**src/rtl/mdio_slave_22_45_backend.sv**
```systemverilog
// MDIO slave backend: decodes Clause 22/45 frames from frontend strobes into register-bus
// transactions, returns read data to the frontend and owns the Clause 45 MMD address.
module mdio_slave_22_45_backend #(
    parameter int unsigned TIMEOUT_CYC = 16,
    parameter logic [15:0] RD_ERR_DATA = 16'hFFFF
) (
    input  logic        clk_25m,
    input  logic        rst,
    input  logic        c45_enable,
    input  logic        legal,
    input  logic [31:0] req_data,
    input  logic        req_regaddr_done,
    input  logic        req_frame_done,
    output logic [15:0] resp_rdata,
    output logic        resp_ready,
    output logic        bus_req,
    output logic        bus_wr,
    output logic        bus_c45,
    output logic [4:0]  bus_devad,
    output logic [15:0] bus_addr,
    output logic [15:0] bus_wdata,
    input  logic        bus_ack,
    input  logic [15:0] bus_rdata,
    output logic        err_timeout
);

    localparam int unsigned DW    = 16;
    localparam int unsigned RW    = 5;
    localparam int unsigned TMO_W = (TIMEOUT_CYC > 1) ? $clog2(TIMEOUT_CYC) : 1;
    localparam logic [TMO_W-1:0] TMO_LAST = TMO_W'(TIMEOUT_CYC - 1);

    localparam logic [1:0] S_IDLE    = 2'd0;
    localparam logic [1:0] S_RD      = 2'd1;
    localparam logic [1:0] S_WR      = 2'd2;
    localparam logic [1:0] S_RESTART = 2'd3;

    logic [1:0]       state, state_nxt;
    logic [TMO_W-1:0] tmo, tmo_nxt;
    logic             op_inc, op_inc_nxt;
    logic [DW-1:0]    mmd_addr, mmd_addr_nxt;
    logic [RW-1:0]    mmd_devad, mmd_devad_nxt;
    logic             pend_valid, pend_valid_nxt;
    logic             pend_c45, pend_c45_nxt;
    logic             pend_adr, pend_adr_nxt;
    logic [RW-1:0]    pend_reg, pend_reg_nxt;
    logic [DW-1:0]    pend_data, pend_data_nxt;
    logic [DW-1:0]    resp_rdata_nxt;
    logic             resp_ready_nxt;
    logic             bus_req_nxt, bus_wr_nxt, bus_c45_nxt, err_timeout_nxt;
    logic [RW-1:0]    bus_devad_nxt;
    logic [DW-1:0]    bus_addr_nxt, bus_wdata_nxt;

    // Frame field decode
    logic [1:0]    f_st, f_op;
    logic [RW-1:0] f_reg;
    logic [DW-1:0] f_data;
    logic          is_c22, is_c45, hdr_ok, rd_start, rd_inc, frm_ok, frm_adr, frm_direct;
    logic          unused_bits;

    assign f_st   = req_data[31:30];
    assign f_op   = req_data[29:28];
    assign f_reg  = req_data[22:18];
    assign f_data = req_data[15:0];
    assign unused_bits = ^{req_data[27:23], req_data[17:16]};

    assign is_c22   = (f_st == 2'b01);
    assign is_c45   = (f_st == 2'b00) && c45_enable;
    assign hdr_ok   = req_regaddr_done && legal
                      && ((is_c22 && (f_op == 2'b10 || f_op == 2'b01)) || is_c45);
    assign rd_inc   = is_c45 && (f_op == 2'b10);
    assign rd_start = req_regaddr_done && legal
                      && ((is_c22 && f_op == 2'b10) || (is_c45 && f_op[1]));
    assign frm_adr  = is_c45 && (f_op == 2'b00);
    assign frm_ok   = req_frame_done && legal && (((is_c22 || is_c45) && f_op == 2'b01) || frm_adr);
    assign frm_direct = frm_ok && (state == S_IDLE) && !rd_start && !pend_valid;

    // Action taken on a write/address frame, either fresh or from the pending slot
    logic          act_valid, act_c45, act_adr;
    logic [RW-1:0] act_reg;
    logic [DW-1:0] act_data;

    always_comb begin
        state_nxt       = state;
        tmo_nxt         = tmo;
        op_inc_nxt      = op_inc;
        mmd_addr_nxt    = mmd_addr;
        mmd_devad_nxt   = mmd_devad;
        pend_valid_nxt  = pend_valid;
        pend_c45_nxt    = pend_c45;
        pend_adr_nxt    = pend_adr;
        pend_reg_nxt    = pend_reg;
        pend_data_nxt   = pend_data;
        resp_rdata_nxt  = resp_rdata;
        resp_ready_nxt  = resp_ready;
        bus_req_nxt     = bus_req;
        bus_wr_nxt      = bus_wr;
        bus_c45_nxt     = bus_c45;
        bus_devad_nxt   = bus_devad;
        bus_addr_nxt    = bus_addr;
        bus_wdata_nxt   = bus_wdata;
        err_timeout_nxt = 1'b0;
        act_valid       = 1'b0;
        act_c45         = 1'b0;
        act_adr         = 1'b0;
        act_reg         = '0;
        act_data        = '0;

        case (state)
            S_IDLE: begin
                if (!rd_start && pend_valid) begin
                    act_valid      = 1'b1;
                    act_c45        = pend_c45;
                    act_adr        = pend_adr;
                    act_reg        = pend_reg;
                    act_data       = pend_data;
                    pend_valid_nxt = 1'b0;
                end else if (frm_direct) begin
                    act_valid = 1'b1;
                    act_c45   = is_c45;
                    act_adr   = frm_adr;
                    act_reg   = f_reg;
                    act_data  = f_data;
                end
            end
            S_RD, S_WR: begin
                // Ack has priority over a simultaneous timeout
                if (bus_ack || tmo == TMO_LAST) begin
                    bus_req_nxt     = 1'b0;
                    state_nxt       = S_IDLE;
                    err_timeout_nxt = !bus_ack;
                    if (state == S_RD) begin
                        resp_ready_nxt = 1'b1;
                        resp_rdata_nxt = bus_ack ? bus_rdata : RD_ERR_DATA;
                        if (op_inc) begin
                            mmd_addr_nxt = mmd_addr + 16'd1;
                        end
                    end
                end else begin
                    tmo_nxt = tmo + TMO_W'(1);
                end
            end
            default: begin
                if (!rd_start) begin
                    bus_req_nxt = 1'b1;
                    tmo_nxt     = '0;
                    state_nxt   = S_RD;
                end
            end
        endcase

        if (act_valid) begin
            if (act_adr) begin
                mmd_addr_nxt  = act_data;
                mmd_devad_nxt = act_reg;
            end else begin
                bus_req_nxt   = 1'b1;
                bus_wr_nxt    = 1'b1;
                bus_c45_nxt   = act_c45;
                bus_devad_nxt = act_c45 ? act_reg : '0;
                bus_addr_nxt  = act_c45 ? mmd_addr : {11'b0, act_reg};
                bus_wdata_nxt = act_data;
                op_inc_nxt    = 1'b0;
                tmo_nxt       = '0;
                state_nxt     = S_WR;
            end
        end

        // A new read header always starts a read; when busy, bus_req drops for one cycle first
        if (rd_start) begin
            bus_wr_nxt    = 1'b0;
            bus_c45_nxt   = is_c45;
            bus_devad_nxt = is_c45 ? f_reg : '0;
            bus_addr_nxt  = is_c45 ? mmd_addr_nxt : {11'b0, f_reg};
            op_inc_nxt    = rd_inc;
            if (state == S_IDLE) begin
                bus_req_nxt = 1'b1;
                tmo_nxt     = '0;
                state_nxt   = S_RD;
            end else begin
                bus_req_nxt     = 1'b0;
                err_timeout_nxt = 1'b0;
                state_nxt       = S_RESTART;
            end
        end

        if (frm_ok && !frm_direct) begin
            pend_valid_nxt = 1'b1;
            pend_c45_nxt   = is_c45;
            pend_adr_nxt   = frm_adr;
            pend_reg_nxt   = f_reg;
            pend_data_nxt  = f_data;
        end

        if (hdr_ok) begin
            resp_ready_nxt = 1'b0;
        end
    end

    // State and output registers
    always_ff @(posedge clk_25m or posedge rst) begin
        if (rst) begin
            state       <= S_IDLE;
            tmo         <= '0;
            op_inc      <= 1'b0;
            mmd_addr    <= '0;
            mmd_devad   <= '0;
            pend_valid  <= 1'b0;
            pend_c45    <= 1'b0;
            pend_adr    <= 1'b0;
            pend_reg    <= '0;
            pend_data   <= '0;
            resp_rdata  <= RD_ERR_DATA;
            resp_ready  <= 1'b0;
            bus_req     <= 1'b0;
            bus_wr      <= 1'b0;
            bus_c45     <= 1'b0;
            bus_devad   <= '0;
            bus_addr    <= '0;
            bus_wdata   <= '0;
            err_timeout <= 1'b0;
        end else begin
            state       <= state_nxt;
            tmo         <= tmo_nxt;
            op_inc      <= op_inc_nxt;
            mmd_addr    <= mmd_addr_nxt;
            mmd_devad   <= mmd_devad_nxt;
            pend_valid  <= pend_valid_nxt;
            pend_c45    <= pend_c45_nxt;
            pend_adr    <= pend_adr_nxt;
            pend_reg    <= pend_reg_nxt;
            pend_data   <= pend_data_nxt;
            resp_rdata  <= resp_rdata_nxt;
            resp_ready  <= resp_ready_nxt;
            bus_req     <= bus_req_nxt;
            bus_wr      <= bus_wr_nxt;
            bus_c45     <= bus_c45_nxt;
            bus_devad   <= bus_devad_nxt;
            bus_addr    <= bus_addr_nxt;
            bus_wdata   <= bus_wdata_nxt;
            err_timeout <= err_timeout_nxt;
        end
    end

endmodule
```
**config.mk**
```make
export PLATFORM = sky130hd
export DESIGN_NAME = mdio_slave_22_45_backend
export DESIGN_NICKNAME = d
export VERILOG_FILES = /design/src/rtl/mdio_slave_22_45_backend.sv
export SDC_FILE = /design/constraint.sdc
export NUM_CORES = 1
export LEC_CHECK = 0
export ABC_AREA = 1
export CAP_MARGIN = 20
export CORE_MARGIN = 1
export CORE_UTILIZATION = 45
export CTS_CLUSTER_SIZE = 28
export DETAILED_ROUTE_END_ITERATION = 10
export PLACE_DENSITY = 0.71
export SLEW_MARGIN = 20
export SYNTH_ARGS = -nofsm -noshare
export SYNTH_HDL_FRONTEND = slang
export SYNTH_SLANG_ARGS = --single-unit
export TNS_END_PERCENT = 5
```
**constraint.sdc**
```tcl
create_clock -name clk_25m -period 4.05 [get_ports clk_25m]
set_clock_uncertainty 0.1 [all_clocks]
set_input_delay 0.81 -clock clk_25m [delete_from_list [all_inputs] [get_ports clk_25m]]
set_output_delay 0.81 -clock clk_25m [all_outputs]
set_load 0.02 [all_outputs]
```
Yosys cells after proc, flatten, opt, wreduce, memory -nomap -nowiden
Cells that the tools add are included.
- logic and storage cells: 141
- bits of input ports: 55
- register bits after elaboration: 105
- output and inout port bits: 58
- equal/unequal tests: 7
- bitwise operators: 1
- $add $sub $neg: 2
- muxes and demuxes: 71
- reductions and logical operators: 42
- operators by type and width (kind ; number):
    $mux W16 ; 15
    $mux W5 ; 8
    $mux W1 ; 34
    $mux W4 ; 6
    $logic_and A1 B1 Y1 ; 17
    $add A16 B1 Y16 const B ; 1
    $reduce_bool A2 Y1 ; 6
    $mux W2 ; 5
    $pmux W4 S2 ; 1
    $eq A2 B1 Y1 const B ; 3
    $logic_not A2 Y1 ; 3
    $logic_or A1 B1 Y1 ; 6
    $reduce_and A2 Y1 ; 3
    $reduce_and A3 Y1 ; 2
    $add A4 B1 Y4 const B ; 1
    $eq A2 B2 Y1 const B ; 2
    $eq A4 B4 Y1 const B ; 1
    $logic_not A1 Y1 ; 4
    $pmux W2 S2 ; 1
    $ne A2 B2 Y1 const B ; 1
    $pmux W1 S2 ; 1
    $reduce_or A2 Y1 ; 1
    $not A1 Y1 ; 1

Logic depth before layout (Yosys ltp)
Gate-level depths: netlist of the first run.
- word-level depth: 16
- gate-level depth with buffers: 15
- depth with buffers taken out: 15

Worst setup path after synthesis of the first run
Ideal clock, no wire load.
- kind: input to register
- from: input port req_data[28]
- to: register bus_addr[10]
- buffers on the path: 1
- path slack: 1.631 ns
- stages on the path: 14
- data arrival time: 2.198 ns
- setup time: 0.121 ns
- required time: 3.829 ns
- path through: inv_1 > ha_1 > nand3_1 > nand2_1 > nand2_2 > nand3_2 > inv_2 > nand2_2 > nand2_4 > inv_4 > nand2_4 > buf_4 > nand2_1 > a21boi_1
- longest elaborated chain between the ends: 14
- elaborated cells between the ends (all ways): 37
- those cells by class: 3 x eq/ne; 19 x mux; 15 x reduce/logical
- ends and longest elaborated chain (item ; RTL line ; source):
    start: declaration ; 11 ; input logic [31:0] req_data,
    $eq A2 B1 Y1, or another cell as far along ; 74 ; assign frm_ok = req_frame_done && legal && (((is_c22 || is_c45) && f_op == 2'b01) || frm_adr);
    $logic_and A1 B1 Y1 (on tied branches) ; 74, 72, 73 ;
    $logic_or A1 B1 Y1 (on tied branches) ; 74, 72 ;
    $logic_and A1 B1 Y1 (on tied branches) ; 74, 72 ;
    $logic_and A1 B1 Y1 or $logic_not A1 Y1 (tied branches) ; - ;
    $logic_and A1 B1 Y1 (2 in a row) ; 75 ; assign frm_direct = frm_ok && (state == S_IDLE) && !rd_start && !pend_valid;
    $mux W1 or $mux W16 (tied branches) ; 117 ; end else if (frm_direct) begin
    $mux W1 or $mux W16 (tied branches) ; 110 ; if (!rd_start && pend_valid) begin
    $mux W1 or $mux W16 (tied branches) ; 108 ; case (state)
    $mux W16 (on tied branches) ; 160, 152 ;
    $mux W16 (on tied branches) ; 152, 151 ;
    $mux W16 (on tied branches) ; 151, 173 ;
    $mux W16 ; 169 ; if (rd_start) begin
    end signal: assignment ; 238 ; bus_addr <= bus_addr_nxt;
    end: declaration ; 20 ; output logic [15:0] bus_addr,
Several ways; a longest one is shown, not always the timed one. The select of a mux whose other input is x is not followed.
A chain may end at the register's enable or synchronous reset.

Worst setup path in the final report of the first run
- from: input port req_data[29]
- to: register bus_wdata[8]
- longest elaborated chain between the ends: 12
- elaborated cells between the ends (all ways): 27
- those cells by class: 2 x eq/ne; 9 x mux; 1 x bitwise; 15 x reduce/logical
- ends and longest elaborated chain (item ; RTL line ; source):
    $eq A2 B1 Y1, or another cell as far along ; 74 ;
    $logic_and A1 B1 Y1 (on tied branches) ; 74, 72, 73 ;
    $logic_or A1 B1 Y1 (on tied branches) ; 74, 72 ;
    $logic_and A1 B1 Y1 (on tied branches) ; 74, 72 ;
    $logic_and A1 B1 Y1 or $logic_not A1 Y1 (tied branches) ; - ;
    $logic_and A1 B1 Y1 (2 in a row) ; 75 ;
    $mux W1 ; 117 ;
    $mux W1 ; 110 ;
    $mux W1 ; 108 ;
    $not A1 Y1 (no source line) ; - ;
    $reduce_and A2 Y1 (no source line) ; - ;
    end signal: assignment ; 239 ; bus_wdata <= bus_wdata_nxt;
    end: declaration ; 21 ; output logic [15:0] bus_wdata,
Several ways; a longest one is shown, not always the timed one.

==> metrics list, run 1 <==
- Width of the chip: 113.5 um
* Std cell rows: 40
* DR WL met2: 7030 um
* Overall overflow remaining after global route: 0
- Starting Density: 46.41%
- Using the TritonRoute via totals, the vias-per-cell ratio works out to 5.067.
- The routed design has 14720 um of wire.
- In this run the tool buffered the top-level ports with 105 buffer cells.
* Pre-CTS WS: 543.2 ps
- Setup repair bufs after CTS: 0
- STA puts the critical path data required time at 4240 ps.
- CTS tree: yes
- Across the run, the number of max-cap violations was 0.
- Antenna diode count: 0
- Net Count, Synth: 816
* Vias in the first global route: 5023
- Counting flops and latches in the post-synthesis netlist gives 105.
* Half-perimeter wire length after placement: 10720 um
* Worst Hold Class: register to register
- Top cell type by total area after synthesis: dfrtp_1
- Number of filler cells placed in the layout: 1115
- Category of the most critical setup path: input pin to register
- For the worst-skew pair, the clock arrives at the later sink with an insertion delay of 360 ps.
- For this run, design rule violations remaining after detail routing come to 0.
- In the final routed layout, each cell accounts on average for 14.30 um.
* Die ar.: 0.01289 mm^2
- Boundary Pins: 113
- CTS Root Buffer Type: clkbuf_16
* Run status: finished, final reports clean
- For this run, the share of the core covered by cells in the final layout is 59.16%.
- Multi-input gate area in the final layout: 0.002497 mm^2
- Fmax achieved: 0.3099 GHz
- Summed over all failing endpoints, the final setup total negative slack is 0 ps.
- The netlist uses 35 different library cells.
- Met1 wire length: 6364 um
* Fin. Hold Viols: 0
- STA classifies the critical path endpoint as a register.
- Number of design-rule violations left by the first detailed-router iteration: 324
* Crit-path max FO: 22
* Final cycle utilization of the critical path: 79.67%
* Final antenna-violating net count: 0
* Synth warnings: 0
- Post-cts gate resize count: 0
- # nets final: 919
- Worst Tran Pin Value: 769.9 ps
- Worst setup slack after layout: 823.2 ps
- Setup violations remaining at the end of the flow were counted as 0.
- Data arrival time of the critical path: 3420 ps
- Synth area leaders: dfrtp_1 (40%), nand2_1 (20%), dfstp_2 (7.5%)
* Post-synthesis async set-or-reset flop share: 100.0%
- In the final layout, flip-flops and latches occupy 0.002648 mm^2.
- Summed over all cells, the static leakage comes to 3.613 nW.
* Most used flip-flop cell after synthesis: dfrtp_1
- Max VDD drop: 0.2866 mV
- Compared with the post-synthesis result, the final layout area differs by 27.47%.
* Core outline area: 0.01206 mm^2
* Clock transition time at the flip-flop clock pins of the worst setup and hold paths: 70 ps
- After synthesis the cells add up to 0.005598 mm^2.
- Routed length on met3: 888 um
- Number of antenna violations at the first check in global routing: 0
- The synthesized design devotes to its leading area cell type 39.79% of total area.
- The synthesized design contains 0 enable-type register cells.
- Synth Instances: 753
- In the post-synthesis netlist, the cell with the most instances is nand2_1.
* Register area share after synthesis: 47.30%
- CP Launch Type: input pin
* Height of the die: 113.5 um
- First-pass GRT wire length: 24510 um
- The detailed router used layers up to and including met4.
- Measured against its own limit, the worst slew margin works out to 48.36%.
- At the end of routability-driven placement, the weighted congestion stood at 0.8937.
* TritonCTS Buffers: 9
* Level count of the clock H-tree: 3
- The pre-antenna-repair detailed-routing pass consisted of 5 iterations.
* Total vias in the final route: 5214
- Most numerous cell types in the synthesized netlist: nand2_1 (295), dfrtp_1 (89), inv_1 (76)
- Overall global routing resource usage: 24.21%
- Entering global routing, the biggest net connects 54 pins.
- Of the cells placed in the final design, the portion with a size suffix greater than 1 is 7.898%.
- RSZ-0062 raised after global routing: false
- Minimum clock period after layout: 3227 ps
- Cell Pwr Density: 631.2 mW/mm^2
- For this design, the CTS-stage hold fixing added 0 buffers.
- The clock net in this run drives a total of 105 sinks.
- Clock Path Buffers: 2
- Average instance area after synthesis: 7.434 um^2
* Number of max-slew violations in the final report: 0
==> layout by cell type (no fill, tap or decap), types with 2 or more instances in the layout <==
master | netlist | layout
clkdlybuf4s50_1 | 0 | 105
xor2_1 | 11 | 11
dfrtp_1 | 89 | 89
nand2_2 | 3 | 3
nand2_1 | 295 | 295
o21ai_1 | 6 | 6
buf_4 | 5 | 10
nand3_1 | 52 | 52
xnor2_1 | 2 | 2
inv_2 | 5 | 5
nand2_4 | 2 | 2
buf_12 | 0 | 2
inv_4 | 1 | 2
a21oi_1 | 18 | 18
o21bai_1 | 4 | 4
o21ai_0 | 34 | 34
inv_1 | 76 | 75
ha_1 | 8 | 8
nor2_1 | 65 | 65
nand3_2 | 2 | 2
a21boi_1 | 10 | 10
nor3_1 | 5 | 5
o211ai_1 | 3 | 3
nor2_2 | 2 | 2
clkbuf_16 | 0 | 9
dfstp_2 | 16 | 16
clkbuf_1 | 9 | 2
nor2_4 | 2 | 2
o21ai_2 | 6 | 6
nand4_1 | 5 | 5
==> area by class of cell <==
| class | instances | area share (%) |
|---|---|---|
| Timing Repair Buffer | 117 | 16.34 |
| Sequential cell | 105 | 37.10 |
| Inverter | 83 | 4.436 |
| Multi-Input combinational cell | 540 | 35.00 |
| Clock inverter | 4 | 0.7189 |
| Tap cell | 168 | 2.946 |
| Clock buffer | 12 | 3.454 |
==> cell families after synthesis <==
logic type      after synthesis  synth area share (%)
simple gates                435                 31.94
buf+inv                     108                 8.091
flops                       105                 47.30
compound gates               84                 8.851
xor+xnor                     13                 2.034
fa+ha+maj                     8                 1.788
==> critical path, stage by stage <==
cell	delay, ps
clkdlybuf4s50_1	470
inv_1	100
ha_1	140
nand3_1	160
nand2_1	170
nand3_2	100
nor2_4	320
nand3_4	170
nand2_4	120
buf_4	290
nor2_4	100
inv_2	250
nand2_1	110
nand2_1	80
==> worst paths after layout <==
check	from	endpoint	slack [ps]	depth (start not counted)
setup / recovery	req_data[29]	bus_wdata[8]$_DFFE_PP0P_	820	14
setup reg to reg	state[1]$_DFF_PP0_	bus_wdata[8]$_DFFE_PP0P_	1440	11
hold / removal	bus_wdata[6]$_DFFE_PP0P_	bus_wdata[6]$_DFFE_PP0P_	370	2
hold reg to reg	bus_wdata[6]$_DFFE_PP0P_	bus_wdata[6]$_DFFE_PP0P_	370	2
max in group asynchronous	rst	pend_data[4]$_DFFE_PP0P_	2370	3
min in group asynchronous	rst	bus_wdata[6]$_DFFE_PP0P_	810	2
==> report_power, final <==
part / internal [mW] / switching, mW
sequential: 1.46 / 0.211
combinational: 0.819 / 1.12
clock: 0.498 / 0.391
==> routing by layer <==
layer,track usage (%),up-vias
met5,0,-
met4,9.912,0
met3,3.773,32
met2,40.08,193
met1,31.79,2439
li1,-,2550
==> through the flow <==
stage	instance area (um^2)	power, mW	hold WS (ps)	instances
floorplan	5598	2.849	342.2	753
global placement	6838	3.579	354.2	1013
detailed placement	6838	3.624	357.9	1013
CTS	7136	4.525	375.5	1029
global route	7136	4.800	388.2	1029
finish	7136	4.504	372.3	1029
No activity file was read; power rests on OpenSTA's default activity.
==> run 2, diff against run 1 <==
--- a/config.mk
+++ b/config.mk
@@ -11,7 +11,7 @@
 export CORE_UTILIZATION = 45
 export CTS_CLUSTER_SIZE = 28
 export DETAILED_ROUTE_END_ITERATION = 10
-export PLACE_DENSITY = 0.71
+export PLACE_DENSITY = 0.74
 export SLEW_MARGIN = 20
 export SYNTH_ARGS = -nofsm -noshare
 export SYNTH_HDL_FRONTEND = slang
==> constraint.sdc (replaced) <==
create_clock -name clk_25m -period 2.84 [get_ports clk_25m]
set_clock_uncertainty 0.1 [all_clocks]
set_input_delay 0.568 -clock clk_25m [delete_from_list [all_inputs] [get_ports clk_25m]]
set_output_delay 0.568 -clock clk_25m [all_outputs]
set_load 0.02 [all_outputs]
==> run 2 against run 1 <==
  * Sequential share of layout area shrank 0.82 points
  * Utilization is 1.3 points higher
  * Die area unchanged
  * Critical path depth unchanged
  * Routed wire length down 4.6%
  * Via count shrank 2.2%
  * Non-clock buffer count grew 20
  * Sequential power grew 43%
  * Critical endpoint is now bus_addr[15]$_DFFE_PP0P_
  * Clock-buffer cell count shrank 2
  * Combinational power is 46% higher
  * Flip-flop and latch count unchanged
==> metrics list, run 2 (synthesized netlist as in run 1, its figures left out) <==
* First-pass GRT wire length: 23130 um
- Including well taps, the total number of placed cells is 1033.
- The final critical path takes up 87.76% of the cycle.
- Before antenna repair, the detailed router went through 4 iterations.
- For this run, the post-layout net count is 939.
* Run status: finished, final reports clean
* Final antenna-violating net count: 0
- Average wire length per cell after detail routing: 13.39 um
- Worst reg2reg path startpoint: state[1]$_DFF_PP0_
- At the later pin of the worst-skew pair, clock insertion delay measures 360 ps.
- Number of filler cells placed in the layout: 1086
* Overall overflow remaining after global route: 0
- Accumulated negative setup slack: 0 ps
- Internal reg-to-reg setup slack: 610 ps
- Setup Viol. Count Final: 0
* Worst endpoint required time: 3020 ps
- Routed Wire Length: 14040 um
- The initial utilization of the core area, before any placement, comes to 46.41%.
- The worst hold path terminates at bus_wdata[5]$_DFFE_PP0P_.
- The number of cells on the worst reg-to-reg path is 11.
- The routed layout has 5099 vias.
* Antenna diode count: 0
* # DRC: 0
* Routing usage on met2: 36.75%
- The worst pin sits at a relative slew slack of 62.56%.
- Clock Path Buffers: 2
- The number of hold buffers added after CTS was 0.
- In this run, CTS created clock tree buffers numbering 9.
* Post-cts gate resize count: 0
- Once layout is complete, the cells apart from fillers number 1049.
* Final weighted congestion in routability-driven placement: 0.8822
- The die is 113.5 um tall.
- Overall global routing resource usage: 23.10%
- In the global route stage, met1 resource usage came out at 30.38%.
- Number of antenna violations at the first check in global routing: 0
- Die ar.: 0.01289 mm^2
* Worst hold start: bus_wdata[5]$_DFFE_PP0P_
- Crit-path max FO: 11
* Worst Tran Pin Value: 561.6 ps
- Commonest cells after routing, fill and taps aside: nand2_1 (295), clkdlybuf4s50_1 (105), dfrtp_1 (89)
- In this run the most used layer during global routing was met2.
- The routed design could run at a clock period as short as 2492 ps.
- The H-tree generated during clock tree synthesis spans 3 levels.
* Number of clock sinks seen by CTS: 105
- R2r endpoint: bus_addr[15]$_DFFE_PP0P_
- In this run the post-CTS setup repair buffer count came out at 0.
- Category of the most critical setup path: input pin to register
- The floorplan has 40 rows.
- CP Launch Type: input pin
* Core outline area: 0.01206 mm^2
- In this run, the number of DRC markers left after iteration 0 of detailed routing was 353.
- Setup repair after global routing left no endpoint under its margin.
- Static Leak: 3.706 nW
- Detailed placement ended at an HPWL of 10150 um.
- Overall power consumption after layout is estimated at 6.425 mW.
- The worst hold path was traced through 2 stages.
- Width of the chip: 113.5 um
- The worst-case IR drop observed on VDD is 0.4782 mV.
* Grt met3 use: 4.145%
- Entering global routing, the biggest net connects 106 pins.
- Max-cap violations in this run came to 0.
- Cell Pwr Density: 880.5 mW/mm^2
* Proportion of layout cells with a drive suffix above 1: 10.22%
* CP Capture Type: register
- Smallest hold slack: 370.7 ps
- The total count of hold-check failures in the final report was 0.
* Boundary Pins: 113
- Number of max-slew violations in the final report: 0
* Worst Hold Class: register to register
- Buffers on Ports: 105
- Based on the critical path, the design can be clocked at up to 0.4012 GHz.
- Vias in the first global route: 4778
* Post-DR vias/cell: 4.861
* P&R area growth vs syn: 30.35%
- Commonest non-fill, non-tap cell in the layout: nand2_1
- Clock transition time at the flip-flop clock pins of the worst setup and hold paths: 70 ps
- CTS Root Buffer Type: clkbuf_16
- CTS tree: yes
- Data arrival time of the critical path: 2680 ps
-- run 2: changes by cell type in the layout (fill, tap and decap cells not counted), sizes merged --
cell / previous run / this run
bufinv: 1 / 0
buf: 12 / 32
inv: 83 / 81
clkinv: 2 / 6
clkbuf: 12 / 10
clkinvlp: 1 / 2
-- run 2: final cells by class --
type                       instances  area, um^2  area share, %
sequential                       105        2648          36.28
timing repair buffer             137        1341          18.38
inverter                          83       317.8          4.355
tap                              168       210.2          2.881
clock inverter                     6       43.79         0.6001
clock buffer                      10       239.0          3.275
multi-input combinational        540        2497          34.23
-- run 2: how the worst max path moves through the flow --
stage	startpoint	end	slack (ps)
global placement	req_data[28]	bus_addr[10]$_DFFE_PP0P_	50
floorplan	req_data[28]	bus_addr[10]$_DFFE_PP0P_	660
CTS	req_data[29]	bus_addr[10]$_DFFE_PP0P_	360
detailed placement	req_data[29]	bus_addr[15]$_DFFE_PP0P_	7
global route	req_data[29]	tmo[3]$_DFF_PP0_	170
finish	req_data[29]	bus_addr[15]$_DFFE_PP0P_	350
-- run 2: routing by layer --
metal | share of wire [%] | vias up
li1 | - | 2592
met1 | 44 | 2301
met2 | 46 | 185
met3 | 6.6 | 21
met4 | 2.7 | 0
met5 | 0 | -
-- run 2: power breakdown --
| part | leakage (nW) | total [mW] | internal, mW | switching [mW] |
|---|---|---|---|---|
| clock network | 0.138 | 1.21 | 0.620 | 0.586 |
| logic | 2.29 | 2.84 | 1.25 | 1.59 |
| registers | 1.28 | 2.38 | 2.09 | 0.298 |
-- run 2: metrics by stage --
stage                     area [um^2]  worst slack [ps]  utilization (%)
after floorplan                  5602             662.8                -
after global placement           7014             48.28            58.15
after detailed placement         7014             7.434            58.15
after CTS                        7297             356.5            60.50
after global routing             7297             169.1            60.50
final                            7297             347.7            60.50
-- run 2: worst max-delay path, stage by stage --
cell             delay [ps]
clkdlybuf4s50_1         460
inv_1                   100
ha_1                    140
nand3_1                 120
nand2_1                 110
nand3_2                  90
nor2_4                  200
buf_4                   220
nand3_1                  70
o21ai_0                 140
nand2_1                 150
nand2_1                 120
nand2_1                  60
a21oi_1                 130
==> run 3, diff against run 2 <==
--- a/config.mk
+++ b/config.mk
@@ -5,13 +5,13 @@
 export SDC_FILE = /design/constraint.sdc
 export NUM_CORES = 1
 export LEC_CHECK = 0
-export ABC_AREA = 1
+export ABC_AREA = 0
 export CAP_MARGIN = 20
 export CORE_MARGIN = 1
 export CORE_UTILIZATION = 45
 export CTS_CLUSTER_SIZE = 28
 export DETAILED_ROUTE_END_ITERATION = 10
-export PLACE_DENSITY = 0.74
+export PLACE_DENSITY = 0.75
 export SLEW_MARGIN = 20
 export SYNTH_ARGS = -nofsm -noshare
 export SYNTH_HDL_FRONTEND = slang
==> run 3 against run 2 <==
  * Worst setup slack lost 140 ps
  * Register-to-register slack got worse by 400 ps
  * Critical path type is now register to register
  * Critical endpoint is now bus_addr[14]$_DFFE_PP0P_
  * Critical path depth decreased by 6
  * Flip-flop and latch count is the same
  * Maximum frequency fell by 5.2%
  * Power is 9.7% lower
  * Non-clock buffer count is 13 higher
  * Sequential power hardly changed
  * Utilization rose by 1.4 points
  * Global-route usage up 0.48 points
  * Synthesized area is 5.0% lower
==> metrics list, run 3 <==
* CTS tree: yes
- Commonest cells after routing, fill and taps aside: clkdlybuf4s50_1 (105), dfrtp_1 (89), nor2_1 (71)
- Routed Wire Length: 13940 um
- After legalization and detailed placement, the total HPWL measured 10180 um.
* Most numerous cell types in the synthesized netlist: dfrtp_1 (89), nor2_1 (72), a21oi_1 (47)
- Fin. Hold Viols: 0
- Synthesis handed over a netlist of 551 instances.
- Dominant cell by count in the synthesized netlist: dfrtp_1
* Post-CTS Hold Buffers: 0
- Antenna diode count: 0
- Starting Density: 46.39%
- 1st-pass router iterations: 5
* Max VDD drop: 0.5501 mV
- Setup Viol. Count Final: 0
* Die ar.: 0.01226 mm^2
* TritonCTS Buffers: 9
- The congestion estimate from routability-driven global placement came to 0.9091.
* Most used flip-flop cell after synthesis: dfrtp_1
- The first global-routing pass estimated 23290 um of wire.
- The final count of pins violating max slew is 0.
- STA puts the critical path data arrival time at 2750 ps.
- For this run, the post-layout net count is 741.
* Final cycle utilization of the critical path: 92.57%
- Proportion of layout cells with a drive suffix above 1: 16.30%
- Max-slew headroom at the worst pin: 63.67%
* Final antenna-violating net count: 0
- The die is 110.7 um wide.
* Sequential cell area in the final layout: 0.002648 mm^2
* Clock transition time at the flip-flop clock pins of the worst setup and hold paths: 70 ps
- Setup repair bufs after CTS: 0
* Distinct cells, synth: 63
- The flow ran to the end, and the final reports show no timing, DRC or antenna violations.
- The worst setup path is launched from a register.
* CP Capture Type: register
- The average instance in the mapped netlist occupies 9.655 um^2.
- # DRC: 0
- Net Count, Synth: 614
- The layout has 939 filler cells.
* Pre-CTS WS: -86.36 ps
* Average wire length per cell after detail routing: 16.92 um
* Category of the most critical setup path: register to register
- The via count of the first global-routing pass was 4683.
- Worst setup slack after layout: 210.9 ps
* Synth warnings: 0
- RSZ-0062 raised after global routing: false
- CTS Root Buffer Type: clkbuf_16
- Level count of the clock H-tree: 3
- From bottom edge to top edge, the die measures 110.7 um.
- The top cell type by area accounts for 41.86% of the synthesized area.
* Total vias in the final route: 4792
- In this run the deepest clock path goes through 2 buffers.
* Crit-path max FO: 7
- For this run, the top clock speed supported by timing is 0.3804 GHz.
- Cell Pwr Density: 817.5 mW/mm^2
- CTS saw 105 sinks.
- In this run the worst hold path is classified as register to register.
- For the worst-skew pair, the clock arrives at the later sink with an insertion delay of 350 ps.
* Number of antenna violations at the first check in global routing: 0
* Register area share after synthesis: 49.76%
- Number of enable-type register cells in the synthesized netlist: 0
- Commonest non-fill, non-tap cell in the layout: clkdlybuf4s50_1
- In this run the core area contains 39 standard-cell rows.
- Multi-input gate area in the final layout: 0.002439 mm^2
- Buffers on Ports: 105
* Overall overflow remaining after global route: 0
- Core outline area: 0.01147 mm^2
- For the finished layout, the period the worst path requires is 2629 ps.
- Max_cap viols: 0
- Yosys attributes the largest share of cell area to dfrtp_1 (42%), dfstp_2 (7.9%), nor2_1 (5.1%).
- The area growth from synthesis to layout is 33.35%.
* Post-DR vias/cell: 5.816
- Static Leak: 3.086 nW
- In this run the cell area measured after placement is 0.006823 mm^2.
- Entering global routing, the biggest net connects 106 pins.
- Final design instance area without fill: 0.007094 mm^2
* Number of storage elements in the synthesis netlist: 105
- Number of design-rule violations left by the first detailed-router iteration: 367
* Boundary Pins: 113
- After synthesis the cells add up to 0.005320 mm^2.
- Overall global routing resource usage: 23.58%
* Post-cts gate resize count: 0
- Top cell type by total area after synthesis: dfrtp_1
- Of all flip-flops after synthesis, the portion carrying an async set or reset was 100.0%.
- Worst endpoint required time: 2960 ps
- Worst Tran Pin Value: 545.0 ps
## run 3: cell count changes after synthesis, sizes merged, moves of 12 or more
| cell | delta |
|---|---|
| a21oi | +30 |
| a221oi | +17 |
| a31oi | +18 |
| clkbuf | +12 |
| inv | -58 |
| mux2 | +21 |
| nand2 | -261 |
| nand3 | -46 |
## run 3: area by class of cell
type | instances | share of cell area, %
flip-flops and latches | 105 | 37.32
clock inverters | 2 | 0.2116
well taps | 143 | 2.522
clock buffers | 12 | 3.616
inverters | 24 | 1.323
multi-input cells | 388 | 34.37
repair buffers | 150 | 20.63
## run 3: worst paths after layout
path	from	to	slack, ps	cells past startpoint
min in group asynchronous	rst	pend_adr$_DFFE_PP0P_	630	3
worst max-delay path	state[0]$_DFF_PP0_	bus_addr[14]$_DFFE_PP0P_	210	8
worst max register to register	state[0]$_DFF_PP0_	bus_addr[14]$_DFFE_PP0P_	210	8
worst min-delay path	resp_rdata[15]$_DFFE_PP1P_	resp_rdata[15]$_DFFE_PP1P_	360	2
worst min register to register	resp_rdata[15]$_DFFE_PP1P_	resp_rdata[15]$_DFFE_PP1P_	360	2
max in group asynchronous	rst	bus_wr$_DFFE_PP0P_	1610	3
## run 3: power breakdown
part,switching [mW],total (mW),internal [mW]
Combinational,1.14,2.23,1.09
Sequential,0.354,2.41,2.05
Clock,0.534,1.17,0.633
Total,2.03,5.80,3.77
## run 3: kinds of logic after synthesis
family | after synthesis | synth area share [%]
flops | 105 | 49.76
simple gates | 166 | 15.00
mux | 23 | 4.821
fa+ha+maj | 8 | 1.882
buf+inv | 58 | 4.445
compound gates | 177 | 21.78
xor+xnor | 14 | 2.305
## run 3: critical path: stages, from the launching register on
cell	delay [ps]
dfrtp_1	400
inv_1	80
ha_1	420
nand2_1	170
or4b_4	600
nor4_4	300
xor2_1	100
nor2_1	210
o22ai_1	130
## run 3: routing by layer
metal / wire length (um) / vias to the layer above / part of all wire [%] / track usage, %
li1: - / 2260 / - / -
met1: 6214 / 2347 / 45 / 31.24
met2: 6729 / 166 / 48 / 39.13
met3: 700 / 19 / 5.0 / 3.171
met4: 295 / 0 / 2.1 / 9.600
met5: 0 / - / 0 / 0
## run 3: through the flow
stage	std cells	hold slack (ps)	TNS (ps)	power, mW	util (%)
CTS	824	361.1	0	5.837	61.87
global route	824	389.8	0	6.117	61.87
global placement	810	338.6	0	4.568	59.50
floorplan	551	366.0	0	3.638	-
detailed placement	810	351.6	-573.0	4.646	59.50
finish	824	357.9	0	5.800	61.87
